$ cat config.mk
export PLATFORM = sky130hd
export DESIGN_NAME = motion_update_broadcast_arbiter
export DESIGN_NICKNAME = d
export VERILOG_FILES = /design/src/rtl/motion_update_broadcast_arbiter_pkg.sv /design/src/rtl/motion_update_broadcast_arbiter_rr_arbiter.sv /design/src/rtl/motion_update_broadcast_arbiter.sv
export SDC_FILE = /design/constraint.sdc
export NUM_CORES = 1
export LEC_CHECK = 0
export CAP_MARGIN = 20
export CORE_AREA = 2 2 226 228
export CTS_BUF_LIST = sky130_fd_sc_hd__clkbuf_8
export DETAILED_ROUTE_END_ITERATION = 7
export DIE_AREA = 0 0 228 230
export GPL_TIMING_DRIVEN = 0
export PLACE_DENSITY = 0.38
export REMOVE_ABC_BUFFERS = 1
export SLEW_MARGIN = 20
export SYNTH_ARGS = -nofsm -noshare
export SYNTH_HDL_FRONTEND = slang
export SYNTH_SLANG_ARGS = --single-unit
$ cat constraint.sdc
create_clock -name clk -period 2.8 [get_ports clk]
set_input_delay 0.56 -clock clk [delete_from_list [all_inputs] [get_ports clk]]
set_output_delay 0.56 -clock clk [all_outputs]
set_load 0.01 [all_outputs]
$ cat src/rtl/motion_update_broadcast_arbiter_pkg.sv
// -----------------------------------------------------------------------------
// motion_update_broadcast_arbiter_pkg
// Shared definitions for the motion-update broadcast path: FSM state
// encodings, the default settle length, and a small index-width helper.
// -----------------------------------------------------------------------------
package motion_update_broadcast_arbiter_pkg;

    // FSM state encodings, kept as plain constants for legacy compatibility.
    localparam int         STATE_W   = 2;
    localparam logic [1:0] ST_IDLE   = 2'd0;
    localparam logic [1:0] ST_RUN    = 2'd1;
    localparam logic [1:0] ST_SETTLE = 2'd2;
    localparam logic [1:0] ST_DONE   = 2'd3;

    // Cycles with enable low before the pass is reported complete.
    localparam int DEFAULT_SETTLE_CYCLES = 3;

    // Width of an index into n items; never narrower than one bit.
    function automatic int idx_width(input int n);
        return (n > 1) ? $clog2(n) : 1;
    endfunction

endpackage

$ cat src/rtl/motion_update_broadcast_arbiter_rr_arbiter.sv
// -----------------------------------------------------------------------------
// rr_arbiter
// Round-robin one-hot arbiter. The search starts one past the most recently
// granted requester; the grant pointer only moves when a grant is issued.
//
// Ports
//   clk    in   clock
//   rst    in   synchronous active-high reset (pointer -> NUM_REQ-1)
//   en     in   arbitration enable; grant is all zero when low
//   req    in   NUM_REQ request vector
//   grant  out  NUM_REQ one-hot grant (combinational)
// -----------------------------------------------------------------------------
module rr_arbiter
    import motion_update_broadcast_arbiter_pkg::*;
#(
    parameter int NUM_REQ = 4
) (
    input  logic               clk,
    input  logic               rst,
    input  logic               en,
    input  logic [NUM_REQ-1:0] req,
    output logic [NUM_REQ-1:0] grant
);

    localparam int IDX_W = idx_width(NUM_REQ);

    logic [IDX_W-1:0] last_grant;
    logic [IDX_W-1:0] grant_idx;
    logic [IDX_W-1:0] cand;
    logic             found;

    // NOTE: every variable gets a default before any conditional assignment,
    // so no path through the block leaves a value held (no latch).
    always_comb begin
        grant     = '0;
        grant_idx = last_grant;
        cand      = last_grant;
        found     = 1'b0;
        if (en) begin
            // Offsets 1..NUM_REQ visit every requester once, ending on the
            // previous winner, so the last winner has lowest priority.
            for (int off = 1; off <= NUM_REQ; off++) begin
                cand = IDX_W'((int'(last_grant) + off) % NUM_REQ);
                if (!found && req[cand]) begin
                    found       = 1'b1;
                    grant_idx   = cand;
                    grant[cand] = 1'b1;
                end
            end
        end
    end

    // NOTE: sequential state uses non-blocking assignments so every register
    // samples pre-edge values regardless of block ordering.
    always_ff @(posedge clk) begin
        if (rst) begin
            last_grant <= IDX_W'(NUM_REQ - 1);
        end else if (found) begin
            last_grant <= grant_idx;
        end
    end

endmodule

$ cat src/rtl/motion_update_broadcast_arbiter.sv
// -----------------------------------------------------------------------------
// motion_update_broadcast_arbiter
// Arbitrates NUM_REQ motion-update requesters onto a single broadcast bus for
// the duration of one pass. A pass runs from start until every requester has
// reported done and no data is pending, then waits SETTLE_CYCLES with enable
// low and pulses update_done.
//
// Ports
//   clk                   in   clock
//   rst                   in   synchronous active-high reset
//   start                 in   begin a pass (sampled only in IDLE)
//   req_valid             in   NUM_REQ per-requester valid
//   req_data              in   NUM_REQ x {vz,vy,vx} particle words
//   req_dst_cell          in   NUM_REQ x {cell_x,cell_y,cell_z} destinations
//   req_done              in   NUM_REQ requester finished for this pass
//   req_ready             out  NUM_REQ one-hot grant, only in RUN
//   motion_update_enable  out  registered, high exactly while in RUN
//   out_data              out  broadcast particle word (0 when not valid)
//   out_data_dst_cell     out  broadcast destination (0 when not valid)
//   out_data_valid        out  broadcast valid, one cycle after transfer
//   busy                  out  state is not IDLE
//   update_done           out  high for the single DONE cycle
//   broadcast_count       out  saturating transfer count for the pass
// -----------------------------------------------------------------------------
module motion_update_broadcast_arbiter
    import motion_update_broadcast_arbiter_pkg::*;
#(
    parameter int NUM_REQ       = 4,
    parameter int DATA_WIDTH    = 32,
    parameter int CELL_ID_WIDTH = 4,
    parameter int SETTLE_CYCLES = DEFAULT_SETTLE_CYCLES,
    parameter int CNT_WIDTH     = 16
) (
    input  logic                                 clk,
    input  logic                                 rst,
    input  logic                                 start,
    input  logic [NUM_REQ-1:0]                   req_valid,
    input  logic [NUM_REQ*3*DATA_WIDTH-1:0]      req_data,
    input  logic [NUM_REQ*3*CELL_ID_WIDTH-1:0]   req_dst_cell,
    input  logic [NUM_REQ-1:0]                   req_done,
    output logic [NUM_REQ-1:0]                   req_ready,
    output logic                                 motion_update_enable,
    output logic [3*DATA_WIDTH-1:0]              out_data,
    output logic [3*CELL_ID_WIDTH-1:0]           out_data_dst_cell,
    output logic                                 out_data_valid,
    output logic                                 busy,
    output logic                                 update_done,
    output logic [CNT_WIDTH-1:0]                 broadcast_count
);

    localparam int PW  = 3 * DATA_WIDTH;
    localparam int CW  = 3 * CELL_ID_WIDTH;
    localparam int SCW = $clog2(SETTLE_CYCLES + 1);

    logic [STATE_W-1:0] state;
    logic [STATE_W-1:0] next_state;
    logic [NUM_REQ-1:0] done_sticky;
    logic [SCW-1:0]     settle_cnt;
    logic [NUM_REQ-1:0] grant;
    logic               in_run;
    logic               xfer;
    logic               all_done;
    logic               pass_start;
    logic [PW-1:0]      sel_data;
    logic [CW-1:0]      sel_dst;

    assign in_run     = (state == ST_RUN);
    assign pass_start = (state == ST_IDLE) && start;
    assign xfer       = |grant;
    assign req_ready  = grant;
    assign busy       = (state != ST_IDLE);
    assign update_done = (state == ST_DONE);

    // A done raised this cycle counts immediately, so a pass where everyone
    // is done on the first RUN cycle holds enable for exactly one cycle.
    assign all_done = &(done_sticky | req_done);

    rr_arbiter #(
        .NUM_REQ (NUM_REQ)
    ) u_rr_arbiter (
        .clk   (clk),
        .rst   (rst),
        .en    (in_run),
        .req   (req_valid),
        .grant (grant)
    );

    // One-hot grant turns the data select into an AND-OR mux; zero when idle.
    always_comb begin
        sel_data = '0;
        sel_dst  = '0;
        for (int i = 0; i < NUM_REQ; i++) begin
            if (grant[i]) begin
                sel_data = sel_data | req_data[i*PW +: PW];
                sel_dst  = sel_dst  | req_dst_cell[i*CW +: CW];
            end
        end
    end

    always_comb begin
        next_state = state;
        case (state)
            ST_IDLE:   if (start) next_state = ST_RUN;
            ST_RUN:    if (all_done && (req_valid == '0)) next_state = ST_SETTLE;
            ST_SETTLE: if (settle_cnt == SCW'(SETTLE_CYCLES - 1)) next_state = ST_DONE;
            ST_DONE:   next_state = ST_IDLE;
            default:   next_state = ST_IDLE;
        endcase
    end

    always_ff @(posedge clk) begin
        if (rst) begin
            state                <= ST_IDLE;
            motion_update_enable <= 1'b0;
            out_data             <= '0;
            out_data_dst_cell    <= '0;
            out_data_valid       <= 1'b0;
            done_sticky          <= '0;
            settle_cnt           <= '0;
            broadcast_count      <= '0;
        end else begin
            state                <= next_state;
            motion_update_enable <= (next_state == ST_RUN);
            out_data             <= sel_data;
            out_data_dst_cell    <= sel_dst;
            out_data_valid       <= xfer;

            if (pass_start) begin
                done_sticky <= '0;
            end else if (in_run) begin
                done_sticky <= done_sticky | req_done;
            end

            if (state == ST_SETTLE) begin
                settle_cnt <= settle_cnt + SCW'(1);
            end else begin
                settle_cnt <= '0;
            end

            if (pass_start) begin
                broadcast_count <= '0;
            end else if (xfer && (broadcast_count != {CNT_WIDTH{1'b1}})) begin
                broadcast_count <= broadcast_count + CNT_WIDTH'(1);
            end
        end
    end

endmodule

======== Word-level counts from Yosys, hierarchy flattened ========
Cells that the tools add are included.
storage, ports and cells
  bits in registers ....................... 136
  output and inout bits ................... 132
  logic and storage cells ................. 110
operators by class
  add/subtract/negate cells ............... 6
  $lt $le $gt $ge ......................... 8
  equal/unequal tests ..................... 6
  muxes and demuxes ....................... 48
  bitwise gates (word level) .............. 11
  reductions and logical operators ........ 22
operators with widths
  cell                                                  number
  2-to-1 mux 96 bit                                     4
  bitwise OR 96 bit                                     3
  2-to-1 mux 12 bit                                     4
  bitwise OR 12 bit                                     3
  2-to-1 mux 4 bit                                      8
  adder 16 x 1 -> 16 bit (second input constant)        1
  2-to-1 mux 1 bit                                      16
  != test 16 bit (second input constant)                1
  bitwise OR 4 bit                                      4
  2-to-1 mux 2 bit                                      7
  < comparator 2 x 3 -> 1 bit (second input constant)   4
  logical AND 1 bit                                     10
  binary-select mux 1 bit (select 2 bit)                4
  demux 1 bit (select 2 bit)                            4
  >= comparator 2 x 1 -> 1 bit (second input constant)  4
  one-hot mux 2 bit (4 select lines)                    1
  adder 2 x 1 -> 2 bit (second input constant)          3
  == test 2 bit (second input constant)                 3
  adder 2 bit (second input constant)                   2
  == test 2 x 1 -> 1 bit (second input constant)        2
  zero test 4 bit                                       1
  AND reduction 4 bit                                   1
  nonzero test 4 bit                                    1
  OR reduction 2 bit                                    2
  other kinds (6)                                       8

======== Longest topological paths before layout ========
  depth after elaboration ................. 24
  mapped depth ............................ 12

======== Modules after synthesis ========
A second synthesis with hierarchy kept.
unflattened totals
  cell total of the unflattened synthesis .. 691
  area total of the unflattened synthesis .. 6297.3 µm²
modules (own cells, without submodules)
  module                           instances  cells each  area an instance (µm²)  seq. area each (µm²)
  motion_update_broadcast_arbiter  1          631         5784.3                  2682.6
  rr_arbiter                       1          60          513.0                   40.0

======== Least setup slack after synthesis ========
OpenSTA, ideal clock, no wires.
  kind .................................... flip-flop to output port
  start point ............................. register u_rr_arbiter.last_grant[0]
  end point ............................... output req_ready[3]
  arrival time ............................ 2.399 ns
  data required time ...................... 2.240 ns
  setup slack ............................. -0.159 ns
  cell stages (with the launch flop) ...... 9
  buffers on the path ..................... 3
  cells stage by stage .................... dfxtp_1 buf_6 inv_1 ha_1 mux4_2 nand2b_1 o221ai_1 buf_2 buf_1
on the way
  cells in the longest elaborated chain, start to end .. 17
  elaborated cells on any way between the ends .. 55
  those cells by class .................... add/sub (4); order compare (8); mux (30); bitwise (3); reduce/logical (10)
ends and longest elaborated chain
  what                                                                  line                                              RTL
  from (decl)                                                           motion_update_broadcast_arbiter_rr_arbiter.sv:27  logic [IDX_W-1:0] last_grant;
  from (signal assigned)                                                motion_update_broadcast_arbiter_rr_arbiter.sv:57  last_grant <= IDX_W'(NUM_REQ - 1);
  from (signal assigned)                                                motion_update_broadcast_arbiter_rr_arbiter.sv:59  last_grant <= grant_idx;
  branches (longest 15 deep; another with < comparator 2 x 3 -> 1 bit)  -
  2-to-1 mux 4 bit *                                                    motion_update_broadcast_arbiter_rr_arbiter.sv:44  if (!found && req[cand]) begin
  2-to-1 mux 4 bit *                                                    motion_update_broadcast_arbiter_rr_arbiter.sv:39  if (en) begin
  to (decl)                                                             motion_update_broadcast_arbiter.sv:41             output logic [NUM_REQ-1:0] req_ready,
Every way passes the cells marked *. The select of a mux whose other input is x is not followed.

======== Final worst setup path ========
  start point ............................. register u_rr_arbiter.last_grant[0]
  end point ............................... output req_ready[1]
Same word-level chain as after synthesis.

==> results.md <==
* Grt ovf at 0
* Primary flip-flop cell chosen by synthesis mapping: dfxtp_1
* Die width at about 230 um
* Area contributors post-synth: dfxtp_1 (43%), a22oi_1 (26%), a21oi_1 (10%), clkbuf_1 (2.2%), ha_1 (1.8%)
* Layout area overhead at 152.0%
* Die footprint at 0.05244 mm2
* Row count at between 80 and 90
* First-pass GRT wire length at 62.12 mm
* Endpoint kind of the worst setup timing path: primary output
* Number of warnings printed during yosys synthesis at 0
* Largest family of logic cells by synthesized area: compound AO/OA/AOI/OAI gates
* Synthesized area at approximately 0.0063 mm2
* Vias in the first global route at between 8000 and 9000
* Multiplexer fraction of the synthesized cell area at ~1.3%
* Largest net degree at the start of global routing at 68
* Starting Density at about 13%
* Most used standard cell by instance count after synthesis: a22oi_1
* CTS tree: yes
* Transition at the pin with the smallest max-transition slack at approximately 0.66 ns
* Power density over cell area at approximately 500 mW/mm2
* Combinational power share at between 40% and 50%
* Count of nets left with antenna violations after detail routing at 0
* Max-slew headroom at the worst pin at between 50% and 60%
* Synthesized netlist cell count at roughly 690
* CTS max path bufs at 2
* Setup skew after layout at about 0.017 ns
* Number of cells after detailed placement at 1896
* Filler-free cell count of the finished design at between 2000 and 2500
* Number of cell instances on the worst register-to-register path at 18
* Type of the worst setup path: reg2out
* Net Sw Frac at 32.29%
* Worst-case hold path end point: settle_cnt[0]
* Number of buffers inserted during clock tree synthesis at 17
* Number of max-cap violations at 0
* Setup-failing EPs final at 101
* Final count of hold timing violations at 0
* Maximum clock rate at 0.2983 GHz
* Arithmetic-cell share of the synthesized area counting full adders, half adders and majority gates at between 1.5 and 2%
* All-layer global routing usage at roughly 16%
* Port-buffer cells at 574
* Wirelength per Cell at ~22 um
* Reg-to-reg critical path endpoint: out_data[75]
* Number of remaining DRC errors at 0
* Source of the worst hold timing path: settle_cnt[0]
* Fillers at approximately 5200
* Number of DRC violations after detailed-routing iteration 0 at 274
* Fraction of final layout cells sized beyond drive strength 1 at about a quarter
* Status: finished, violations left
* Hold-fix buffers, CTS at 0
* Sequential Power Share at 28.4%
* Total routed wirelength at 44.19 mm
* Number of levels the H-tree was split into at 4
* Share of flip-flops with an asynchronous set or reset after synthesis at 0%
* FF-to-FF setup slack at -0.53 ns
* Min Tclk post-route at between 3 and 4 ns
* Maximum fanout along the worst path at 5
* Total net switching power at 2.550 mW
* Initial antenna violation count at 5
* # IOs at around 580
* Most used standard cells in the synthesized netlist: a22oi_1 (219), dfxtp_1 (136), a21oi_1 (126)
* Fraction of the mapped netlist area in compound gates at between 40% and 50%
* Worst-Skew Late Latency at between 0.5 and 0.6 ns
* Worst supply voltage drop on vdd at approximately 260 uV
* Violated checks: negative setup slack
* Unrepaired setup endpoints after global routing: yes
* Area share of the leading cell type in the synthesized netlist at a little over two fifths
* Worst setup margin at -0.5520 ns
* Clock power share at 24.9%
* Setup crit start: u_rr_arbiter.last_grant[0]
* Class of the tightest hold or removal check: reg2reg
* Count of cells along the worst hold path at 1
* Reg-to-reg critical path startpoint: u_rr_arbiter.last_grant[0]
* Required time at the endpoint of the critical path at around 2.2 ns
* Clock net sink count at around 140
* Library cell with the largest summed area after synthesis: dfxtp_1
* Dpl hpwl at between 30 and 40 mm
* Routed vias/inst at around 4.2
* Sum of negative setup slack at -35.87 ns
* Clk pin slew, worst setup/hold paths at 0.08 ns
* Number of vias after detailed routing at 8549
* Net count reported at finish at 1795
* Die height at roughly 230 um
* Final RePlAce weighted congestion at 0.8254
* Ratio of final minimum period to clock period at 119.7%
* Utilization of the core after routing at a little under a third
* Static leakage power at 5.234 nW
* Synthesized-area fraction occupied by and/or/nand/nor cells at under 10%
* Number of enable flip-flop cells after synthesis at 0
* Cell Int Power at 5.348 mW
* CORE AREA at 0.04986 mm2
* Mapped Avg Cell Area at around 9.0 um2
* Sequential area share after synthesis at between 40% and 50%
* Yosys cell types at 48
* Post-synthesis sequential element count at 136
* Sort of element at the start of the critical path: flop
* Slew Viols, Final at 0
* First-pass detailed-route iteration total at 4
* Arr. time, crit path at 2.79 ns
* Synth Area in XOR/XNOR at less than 1%
* Clock root buffer: clkbuf_8
[cells by family after synthesis]
logic type               Yosys count
flip-flops                       136
adder cells (fa/ha/maj)            9
multiplexers                       4
AND/OR/NAND/NOR                   89
buffers and inverters             75
AO/OA/AOI/OAI                    378
XOR/XNOR                           2
[metal layers]
layer  part of all wire [%]  global-route usage [%]
met4                    2.7                   6.230
met3                    8.1                   6.858
met1                     37                   16.83
met2                     52                   29.76
met5                      0                       0
[final cells by class]
type / instances / area [um2] / share of cell area [%]
Sequential cell: 136 / 2730 / 17.29
Multi-Input combinational cell: 483 / 4060 / 25.71
Antenna cell: 4 / 10.01 / 0.06339
Clock buffer: 19 / 261.5 / 1.656
Timing Repair Buffer: 699 / 7680 / 48.64
Clock inverter: 13 / 177.7 / 1.125
Tap cell: 672 / 840.8 / 5.325
Inverter: 6 / 30.03 / 0.1902
[worst max-delay path, stage by stage, from the launching register on]
cell	delay, ns
dfxtp_4	0.40
clkinvlp_4	0.13
ha_4	0.30
mux4_2	0.32
nor2b_4	0.16
buf_12	0.12
a22oi_2	0.18
o221ai_4	0.19
clkbuf_16	0.20
buf_16	0.13
buf_6	0.11
[cells in the final DEF, fill, tap and decap left out, types with 5 or more instances in the layout]
master,count
clkdlybuf4s50_1,565
dfxtp_1,134
a22oi_2,130
a21oi_1,114
a22oi_1,89
buf_4,49
buf_16,27
buf_6,26
clkbuf_8,19
nand2_1,18
nor2_1,16
or3_1,15
nand3_1,14
a21oi_2,11
buf_8,10
buf_12,9
o21ai_0,8
ha_1,8
inv_1,6
clkinvlp_4,5
clkbuf_16,5
[repair_timing]
item,CTS,global route
gates resized for setup,209,59
setup buffers,75,20
endpoints found under the setup margin,129,129
pin swaps,170,23
cloned,16,2
[stage by stage]
step           setup WS (ns)  cell area (um2)  total power [mW]  hold WS (ns)
4_1_cts              -0.7047            15500             7.934        0.3623
5_1_grt              -0.7119            15790             8.349        0.3968
3_3_place_gp          -11.55            12540             4.859        0.4137
6_report             -0.5520            15790             7.899        0.4243
2_1_floorplan         -4.994             5952             3.231        0.3981
3_5_place_dp          -1.920            13320             5.017        0.4221
[power by group through the flow]
stage          combinational (mW)  clock [mW]  sequential, mW
6_report                     3.69        1.96            2.25
5_1_grt                      3.92        2.16            2.27
4_1_cts                      3.59        2.10            2.25
3_5_place_dp                 2.72           0            2.30
3_3_place_gp                 2.56           0            2.30
2_1_floorplan               0.821           0            2.41
[how the worst max path moves through the flow]
stage,endpoint,depth (start not counted)
6_report,req_ready[1],10
5_1_grt,req_ready[1],10
4_1_cts,req_ready[2],11
3_5_place_dp,req_ready[0],10
3_3_place_gp,broadcast_count[9],8
2_1_floorplan,broadcast_count[14],8
[state kept, by name (all words and copies together) (netlist names)]
name and count:
motion_update_enable 1, settle_cnt 2, out_data 96, out_data_valid 1, u_rr_arbiter.last_grant 2, state 2, broadcast_count 16, out_data_dst_cell 12
done_sticky 4
No activity file was read; power rests on OpenSTA's default activity.
